### src/rtl/pipe_hazard_int_ctrl.sv
// Pipeline sequencing controller for the 5-stage interrupt-capable MIPS core.
// Decides PC / IF/ID advance, ID/EX bubble and IF flush every cycle, and runs
// the interrupt accept -> drain -> vector sequence plus ERET return.
// It owns the EPC and EXL state.
// Optional feature macro: PIPE_CTRL_INT_EN (interrupt FSM, epc capture, exl set).
module pipe_hazard_int_ctrl #(
  parameter logic [31:0] VECTOR_ADDR  = 32'h0000_4180,
  parameter int unsigned DRAIN_CYCLES = 3  // legal 1..7
) (
  input  logic        clk,
  input  logic        rst,
  input  logic        ex_memread,
  input  logic [4:0]  ex_rt,
  input  logic [4:0]  id_rs,
  input  logic [4:0]  id_rt,
  input  logic        id_use_rs,
  input  logic        id_use_rt,
  input  logic        ex_branch_taken,
  input  logic        id_eret,
  input  logic [31:0] id_npc,
  input  logic        int_req,
  input  logic        sr_ie,
  output logic        pc_write,
  output logic        if_id_write,
  output logic        id_ex_bubble,
  output logic        if_flush,
  output logic [1:0]  pc_sel,
  output logic [31:0] epc_o,
  output logic        exl_o,
  output logic        int_ack,
  output logic [1:0]  state_o
);

`ifdef PIPE_CTRL_INT_EN
  localparam bit IntEn = 1'b1;
`else
  // Acceptance can never fire, so the FSM stays in RUN and exl is never set.
  localparam bit IntEn = 1'b0;
`endif

  localparam logic [1:0] SelNormal = 2'b00;
  localparam logic [1:0] SelVector = 2'b01;
  localparam logic [1:0] SelEpc    = 2'b10;

  typedef enum logic [1:0] {
    StRun    = 2'd0,
    StDrain  = 2'd1,
    StVector = 2'd2
  } state_e;

  state_e      state_q, state_d;
  logic [2:0]  cnt_q, cnt_d;
  logic [31:0] epc_q, epc_d;
  logic        exl_q, exl_d;
  logic        hazard;
  logic        int_accept;

  // Load-use hazard: EX load writes a register the ID instruction reads.
  assign hazard = ex_memread && (ex_rt != 5'd0) &&
                  ((id_use_rs && (id_rs == ex_rt)) || (id_use_rt && (id_rt == ex_rt)));

  assign int_accept = IntEn && int_req && sr_ie && !exl_q;

  // Next-state and combinational control outputs; reset forces a safe control word.
  always_comb begin
    state_d      = state_q;
    cnt_d        = cnt_q;
    epc_d        = epc_q;
    exl_d        = exl_q;
    pc_write     = 1'b0;
    if_id_write  = 1'b0;
    id_ex_bubble = 1'b0;
    if_flush     = 1'b0;
    pc_sel       = SelNormal;
    int_ack      = 1'b0;

    unique case (state_q)
      StRun: begin
        if (ex_branch_taken) begin
          if_flush     = 1'b1;
          id_ex_bubble = 1'b1;
          pc_write     = 1'b1;
        end else if (id_eret) begin
          pc_sel   = SelEpc;
          pc_write = 1'b1;
          if_flush = 1'b1;
          exl_d    = 1'b0;
        end else if (hazard) begin
          id_ex_bubble = 1'b1;
        end else if (int_accept) begin
          // The ID instruction is squashed and re-executed after ERET.
          epc_d        = id_npc - 32'd4;
          id_ex_bubble = 1'b1;
          cnt_d        = 3'(DRAIN_CYCLES - 1);
          state_d      = (DRAIN_CYCLES == 1) ? StVector : StDrain;
        end else begin
          pc_write    = 1'b1;
          if_id_write = 1'b1;
        end
      end
      StDrain: begin
        id_ex_bubble = 1'b1;
        cnt_d        = cnt_q - 3'd1;
        if (cnt_q <= 3'd1) state_d = StVector;
      end
      StVector: begin
        pc_sel       = SelVector;
        pc_write     = 1'b1;
        if_flush     = 1'b1;
        id_ex_bubble = 1'b1;
        int_ack      = 1'b1;
        exl_d        = 1'b1;
        state_d      = StRun;
      end
      default: state_d = StRun;
    endcase

    if (rst) begin
      pc_write     = 1'b0;
      if_id_write  = 1'b0;
      id_ex_bubble = 1'b1;
      if_flush     = 1'b1;
      pc_sel       = SelNormal;
      int_ack      = 1'b0;
    end
  end

  // State, drain counter, EPC and EXL registers.
  always_ff @(posedge clk or posedge rst) begin
    if (rst) begin
      state_q <= StRun;
      cnt_q   <= 3'd0;
      epc_q   <= 32'd0;
      exl_q   <= 1'b0;
    end else begin
      state_q <= state_d;
      cnt_q   <= cnt_d;
      epc_q   <= epc_d;
      exl_q   <= exl_d;
    end
  end

  assign epc_o   = epc_q;
  assign exl_o   = exl_q;
  assign state_o = state_q;

  // VECTOR_ADDR is consumed by the PC mux outside this block (pc_sel == 01).
  logic [31:0] unused_vector_addr;
  assign unused_vector_addr = VECTOR_ADDR;

endmodule

### config.mk
export PLATFORM = sky130hd
export DESIGN_NAME = pipe_hazard_int_ctrl
export DESIGN_NICKNAME = d
export VERILOG_FILES = /design/src/rtl/pipe_hazard_int_ctrl.sv
export SDC_FILE = /design/constraint.sdc
export NUM_CORES = 1
export LEC_CHECK = 0
export ABC_CLOCK_PERIOD_IN_PS = 3330
export CELL_PAD_IN_SITES_DETAIL_PLACEMENT = 0
export CELL_PAD_IN_SITES_GLOBAL_PLACEMENT = 1
export CORE_MARGIN = 1
export CORE_UTILIZATION = 11
export DETAILED_ROUTE_END_ITERATION = 7
export MAX_ROUTING_LAYER = met4
export PLACE_DENSITY_LB_ADDON = 0.15
export REMOVE_ABC_BUFFERS = 1
export SLEW_MARGIN = 20
export SYNTH_ARGS = -nofsm -noshare
export SYNTH_HDL_FRONTEND = slang
export SYNTH_SLANG_ARGS = --single-unit
export TNS_END_PERCENT = 1
### constraint.sdc
create_clock -name clk -period 3.33 [get_ports clk]
set_input_delay 0.333 -clock clk [delete_from_list [all_inputs] [get_ports clk]]
set_output_delay 0.333 -clock clk [all_outputs]
set_load 0.01 [all_outputs]
==> results of run 1 <==
-- kinds of logic after synthesis --
| group | after synthesis | synth area share [%] |
|---|---|---|
| buffers and inverters | 38 | 61.6 |
| xor gates and xnor gates | 10 | 19.2 |
| and+or+nand+nor | 9 | 11.0 |
| AOI/OAI and AO/OA | 5 | 7.40 |
| other | 1 | 0.821 |
-- metal layers --
metal	routed length [um]	vias up
met2	439	38
met3	122	0
met4	0	0
met5	0	-
met1	382	153
li1	-	179
-- power breakdown --
part           switching [W]  internal, W  total [W]
clock                      0            0          0
combinational      0.0000369    0.0000370  0.0000739
sequential                 0            0          0
-- worst max-delay path: cells and delay by family --
family / cells / cell delay (ps)
AOI/OAI and AO/OA: 2 / 450
and+or+nand+nor: 2 / 630
buffers and inverters: 2 / 950
-- final cells by class --
class                      instances  area, sq um  area share [%]
inverter                           1         3.75           0.589
multi-input combinational         61          310            48.7
tap                               50         62.6            9.82
timing repair buffer              26          260            40.9
-- through the flow --
stage	hold slack, ps	setup slack, ps	instance area, sq um	instances	utilization, %
after global placement	1720	618	637	138	15.9
after floorplan	710	1620	314	62	-
final	1720	629	637	138	15.9
after global routing	1740	547	637	138	15.9
after detailed placement	1710	604	637	138	15.9
after CTS	1720	604	637	138	15.9
-- how the worst max path moves through the flow --
stage,to,depth (start not counted),startpoint
5_1_grt,id_ex_bubble,6,ex_rt[2]
4_1_cts,id_ex_bubble,6,ex_rt[1]
2_1_floorplan,id_ex_bubble,4,ex_rt[1]
3_3_place_gp,id_ex_bubble,6,ex_rt[1]
3_5_place_dp,id_ex_bubble,6,ex_rt[1]
6_report,id_ex_bubble,6,ex_rt[1]
-- layout by cell type, fill, tap and decap left out, drive strengths merged --
| master | count |
|---|---|
| o22ai | 1 |
| a211o | 1 |
| nand2 | 2 |
| conb | 37 |
| inv | 1 |
| clkdlybuf4s50 | 26 |
| nor2 | 1 |
| a21oi | 2 |
| o21ai | 1 |
| or3 | 1 |
| nor3 | 1 |
| or4 | 1 |
| nor3b | 1 |
| xnor2 | 10 |
| nand4 | 2 |
==> impl_metrics.ini, run 1 <==
[outcome]
status = complete, no violations

[floorplanning]
dieArea_sq_mm = 0.00441
die_width_um = 66.4
ios = 98
core_area_sq_mm = 0.00400
start_util_pct = 11.4
die-height_um = 66.4
num_rows = 23

[global_routing]
globalRouteTotalUtil_pct = 3.70
grt_max_degree = 5
grt_pass1_vias = 269
gr-usage-met2_pct = 6.63
use_met1_pct = 4.84
antenna_found_initial = 0
top_usage_layer = met2
grt_pass1_wl_um = 1270
grt_use_met3_pct = 0.172
overflow = 0

[final_layout]
seqCellArea_sq_um = 0
nFlopsAndLatches = 0
n_fill_cell = 475
antenna_cells = 0
syn2layout_area_growth_pct = 39.5
fin_nets = 146
drive_gt1_share_pct = 1.14
clkbuf_count = 0

[worst_setup_path]
required_ps = 3000
cp-start-kind = input port
crit_type = in -> out
path_max_fanout = 3
cp_common_cell = clkdlybuf4s50_1
crit_arrival_ps = 2370
slowest_delay_ps = 570
crit_chain = clkdlybuf4s50_1 -> or4_1 -> o21ai_2 -> nor2_1 -> a211o_1 -> clkdlybuf4s50_1
cp-end-kind = output pin
cp_slowest_cell = or4_1

[pwr]
total_power_w = 0.0000739
peakVddDrop_v = 0.0000294
powerDensity_mw_per_mm2 = 116
p_leak_nw = 0.271

[min_path]
holdPathStages = 3
hold_class = in -> out
hp-start = rst
hold_path_end = pc_write

[sta]
finalCriticalPeriod_ps = 2700
rsz0062_at_grt = no
finalSetupTns_ps = 0
fin_crit_sh_pct = 81.1
final-max-slew-violation-count = 0
setup_viol = 0
fmax_mhz = 370
hold_violations = 0

[synth]
ys_top_cells_by_area = buf_4 61%, xnor2_1 19%, nand4_1 2.7%
ys_seq_area_share_pct = 0
netlist_area_sq_um = 457
ys_top_cells_by_count = 37 x buf_4, 10 x xnor2_1, 2 x a21oi_1, 2 x nand2_1, 2 x nand4_1
synth_most_common_cell = buf_4
syn_inst = 63
yosys.area.top_type = buf_4
syn_area_per_cell_sq_um = 7.25
netlist.area_leader.share_pct = 60.8
ys_types = 15
yosys_warnings = 0

[detailed_routing]
ant_nets = 0
drc = 0
dr.pass1.iters = 6
vias = 370
drt_iter0_drc = 5
routed_wl_um = 944
via_per_inst = 2.68
wl_per_cell_um = 6.84

[placement]
gp_congestion = 0.620
dp_hpwl_um = 873
placement.io_buffers = 26

[clocking]
cts_setup_buffers = 0
cts_resized = 0
cts_hold_buf = 0

[job]
cap_viol_max_count = 0
(Power assumes the default switching activity.)
==> run 2: changes to the inputs <==
- ABC_CLOCK_PERIOD_IN_PS: 3330 -> 2200
- CORE_UTILIZATION: 11 -> 10
- clock period: 3.33 -> 2.2 ns (I/O delays scaled with it)
==> impl_metrics.ini, run 2 (synthesized netlist as in run 1, its figures left out) <==
[outcome]
status = complete, no violations

[final_layout]
fin_nets = 152
seqCellArea_sq_um = 0
multi_input_area_sq_um = 322
nFlopsAndLatches = 0
antenna_cells = 0
drive_gt1_share_pct = 9.57
final_common_cell = conb_1
layout_common_cells = 37 x conb_1, 23 x clkdlybuf4s50_1, 10 x xnor2_1
syn2layout_area_growth_pct = 50.7
n_fill_cell = 515
clkbuf_count = 0

[floorplanning]
die-height_um = 69.6
dieArea_sq_mm = 0.00484
start_util_pct = 10.4
num_rows = 24
ios = 98
core_area_sq_mm = 0.00438
die_width_um = 69.6

[worst_setup_path]
required_ps = 1980
cp_slowest_cell = or4_4
slowest_delay_ps = 560
cp-end-kind = output pin
path_max_fanout = 3
cp-start-kind = input port
crit_arrival_ps = 1880
crit_type = in -> out
crit_chain = clkdlybuf4s50_1 -> or4_4 -> o21ai_4 -> inv_1 -> a21oi_1 -> dlygate4sd2_1

[placement]
placement.io_buffers = 26
dp_hpwl_um = 950
gp_congestion = 0.692
place_ws_ps = -261

[detailed_routing]
drt_iter0_drc = 8
vias = 400
routed_wl_um = 980
drc = 0
wl_per_cell_um = 6.71
dr.pass1.iters = 3
ant_nets = 0
via_per_inst = 2.74

[global_routing]
grt_pass1_vias = 305
gr-usage-met2_pct = 6.15
top_usage_layer = met2
grt_max_degree = 5
overflow = 0
grt_pass1_wl_um = 1420
grt_use_met3_pct = 0.581
antenna_found_initial = 0
globalRouteTotalUtil_pct = 3.57
use_met1_pct = 4.67

[job]
cap_viol_max_count = 0

[sta]
fin_hold_ws_ps = 1220
fmax_mhz = 476
rsz0062_at_grt = no
final-max-slew-violation-count = 0
fin_crit_sh_pct = 95.5
fin_ws_ps = 100
setup_viol = 0
finalCriticalPeriod_ps = 2100
hold_violations = 0

[pwr]
power_frac_seq_pct = 0
clock_power_share_pct = 0
internal_power_w = 0.0000611
peakVddDrop_v = 0.0000501
power_frac_comb_pct = 100.0
switching_share_pct = 48.8
total_power_w = 0.000119
powerDensity_mw_per_mm2 = 174
power_switching_w = 0.0000583
p_leak_nw = 0.308

[min_path]
holdPathStages = 3
hp-start = rst
hold_path_end = id_ex_bubble
hold_class = in -> out

[clocking]
cts_hold_buf = 0
==> run 2: critical path, delay by kind of cell <==
family	cells	cell delay [ps]
buffers and inverters	3	760
and+or+nand+nor	1	560
AOI/OAI and AO/OA	2	340
==> run 2: worst max-delay path by stage <==
stage,startpoint,cells past startpoint,to,slack (ps)
2_1_floorplan,ex_rt[1],4,id_ex_bubble,710
5_1_grt,ex_rt[3],8,if_id_write,20
3_5_place_dp,ex_rt[1],6,id_ex_bubble,-260
4_1_cts,ex_rt[4],6,id_ex_bubble,3
3_3_place_gp,ex_rt[1],6,id_ex_bubble,-230
6_report,ex_rt[4],6,if_id_write,100
==> run 2: power by group through the flow <==
stage | sequential [W] | combinational [W] | clock [W]
after global placement | 0 | 0.000120 | 0
after detailed placement | 0 | 0.000120 | 0
after global routing | 0 | 0.000130 | 0
after CTS | 0 | 0.000120 | 0
final | 0 | 0.000119 | 0
after floorplan | 0 | 0.0000545 | 0
==> run 2: per-stage QoR <==
| step | setup TNS [ps] | utilization [%] | instances | instance area, sq um |
|---|---|---|---|---|
| 2_1_floorplan | 0 | - | 62 | 314 |
| 5_1_grt | 0 | 15.7 | 146 | 688 |
| 3_3_place_gp | -594 | 15.6 | 146 | 684 |
| 3_5_place_dp | -650 | 15.6 | 146 | 684 |
| 4_1_cts | 0 | 15.8 | 146 | 693 |
| 6_report | 0 | 15.7 | 146 | 688 |
==> run 2: layer usage <==
layer | wire [um] | part of all wire, %
met5 | 0 | 0
met4 | 0 | 0
met2 | 469 | 48
met3 | 112 | 11
met1 | 398 | 41
==> run 2: area by class of cell <==
cell class | instances | area share [%]
multi-input combinational | 61 | 46.7
timing repair buffer | 32 | 43.3
tap | 52 | 9.45
inverter | 1 | 0.545
==> run 2: repair_timing <==
item	4_1_cts	5_1_grt
gates resized for setup	6	1
setup endpoints to repair	3	1
setup buffers	0	0
pin swaps	2	0
==> run 3: changes to the inputs <==
- GPL_ROUTABILITY_DRIVEN: unset -> 0
- MAX_ROUTING_LAYER: met4 -> unset
- PLACE_DENSITY: unset -> 0.93
- PLACE_DENSITY_LB_ADDON: 0.15 -> unset
==> impl_metrics.ini, run 3 (synthesized netlist as in run 1, its figures left out) <==
[pwr]
p_leak_nw = 0.301
switching_share_pct = 48.7
power_switching_w = 0.0000567
peakVddDrop_v = 0.0000230
powerDensity_mw_per_mm2 = 173
power_frac_seq_pct = 0
internal_power_w = 0.0000598
clock_power_share_pct = 0
power_frac_comb_pct = 100.0

[placement]
dp.cells = 145
place_area_sq_um = 677
dp_hpwl_um = 937
placement.io_buffers = 26

[worst_setup_path]
path_max_fanout = 3
required_ps = 1980
critical_path.startpoint = ex_rt[1]
crit_type = in -> out
cp-start-kind = input port
crit_arrival_ps = 1850
cp-end-kind = output pin

[min_path]
hp-start = rst
hold_class = in -> out

[detailed_routing]
via_per_inst = 2.63
dr.pass1.iters = 1
ant_nets = 0
drc = 0
wl_per_cell_um = 6.75
drt_iter0_drc = 0
vias = 381
routed_wl_um = 979

[final_layout]
fin_nets = 151
antenna_cells = 0
nFlopsAndLatches = 0
layout_common_cells = 37 x conb_1, 23 x clkdlybuf4s50_1, 10 x xnor2_1
syn2layout_area_growth_pct = 47.4
final_common_cell = conb_1
drive_gt1_share_pct = 8.60
final_cells = 145
final_area_sq_um = 673
n_fill_cell = 526
seqCellArea_sq_um = 0
clkbuf_count = 0

[sta]
setup_viol = 0
final-max-slew-violation-count = 0
fin_hold_ws_ps = 1190
fmax_mhz = 484
rsz0062_at_grt = no
finalCriticalPeriod_ps = 2070
hold_violations = 0
finalSetupTns_ps = 0
fin_crit_sh_pct = 94.0

[global_routing]
grt_max_degree = 5
grt_pass1_vias = 319
overflow = 0
grt_pass1_wl_um = 1420
antenna_found_initial = 0
globalRouteTotalUtil_pct = 3.60

[clocking]
cts_hold_buf = 0

[floorplanning]
start_util_pct = 10.4
core_area_sq_mm = 0.00438
ios = 98
num_rows = 24
die_width_um = 69.6
die-height_um = 69.6
dieArea_sq_mm = 0.00484

[outcome]
status = complete, no violations

[job]
cap_viol_max_count = 0
[run 3: cell count changes in the layout (fill, tap and decap cells not counted), sizes merged]
cell	change
buf	-1
[run 3: layer usage]
layer / track usage, % / routed length, um
met4: 0 / 0
met1: 4.14 / 356
met5: 0 / 0
met3: 1.31 / 133
met2: 6.69 / 489
[run 3: power by group through the flow]
stage	combinational, W	sequential, W	clock, W
3_3_place_gp	0.000116	0	0
4_1_cts	0.000116	0	0
2_1_floorplan	0.0000545	0	0
3_5_place_dp	0.000118	0	0
6_report	0.000116	0	0
5_1_grt	0.000127	0	0
[run 3: layout make-up]
class              count  area (sq um)  area share, %
well taps             52          65.1           9.67
repair buffers        31           290           43.1
inverters              1          3.75          0.558
multi-input cells     61           314           46.7
[run 3: critical path: stages]
cell,delay [ps]
clkdlybuf4s50_1,430
or4_4,550
o21ai_2,180
nor3_1,70
a21oi_1,130
dlygate4sd2_1,270
[run 3: path summary, 6_finish.rpt]
| check | endpoint | slack (ps) | cells past startpoint |
|---|---|---|---|
| max | pc_write | 130 | 6 |
| min | id_ex_bubble | 1190 | 3 |
[run 3: through the flow]
| stage | setup WS [ps] | util (%) | power (W) |
|---|---|---|---|
| after floorplan | 712 | - | 0.0000545 |
| after global placement | -207 | 15.4 | 0.000116 |
| after detailed placement | -232 | 15.4 | 0.000118 |
| after CTS | -32.9 | 15.4 | 0.000116 |
| after global routing | 62.1 | 15.4 | 0.000127 |
| final | 133 | 15.4 | 0.000116 |
[run 3: what timing repair did]
action / in CTS / in global routing
setup buffers: 0 / 0
cloned: 0 / 0
resized for setup: 3 / 3
endpoints found under the setup margin: 3 / 1
pin swaps: 0 / 1
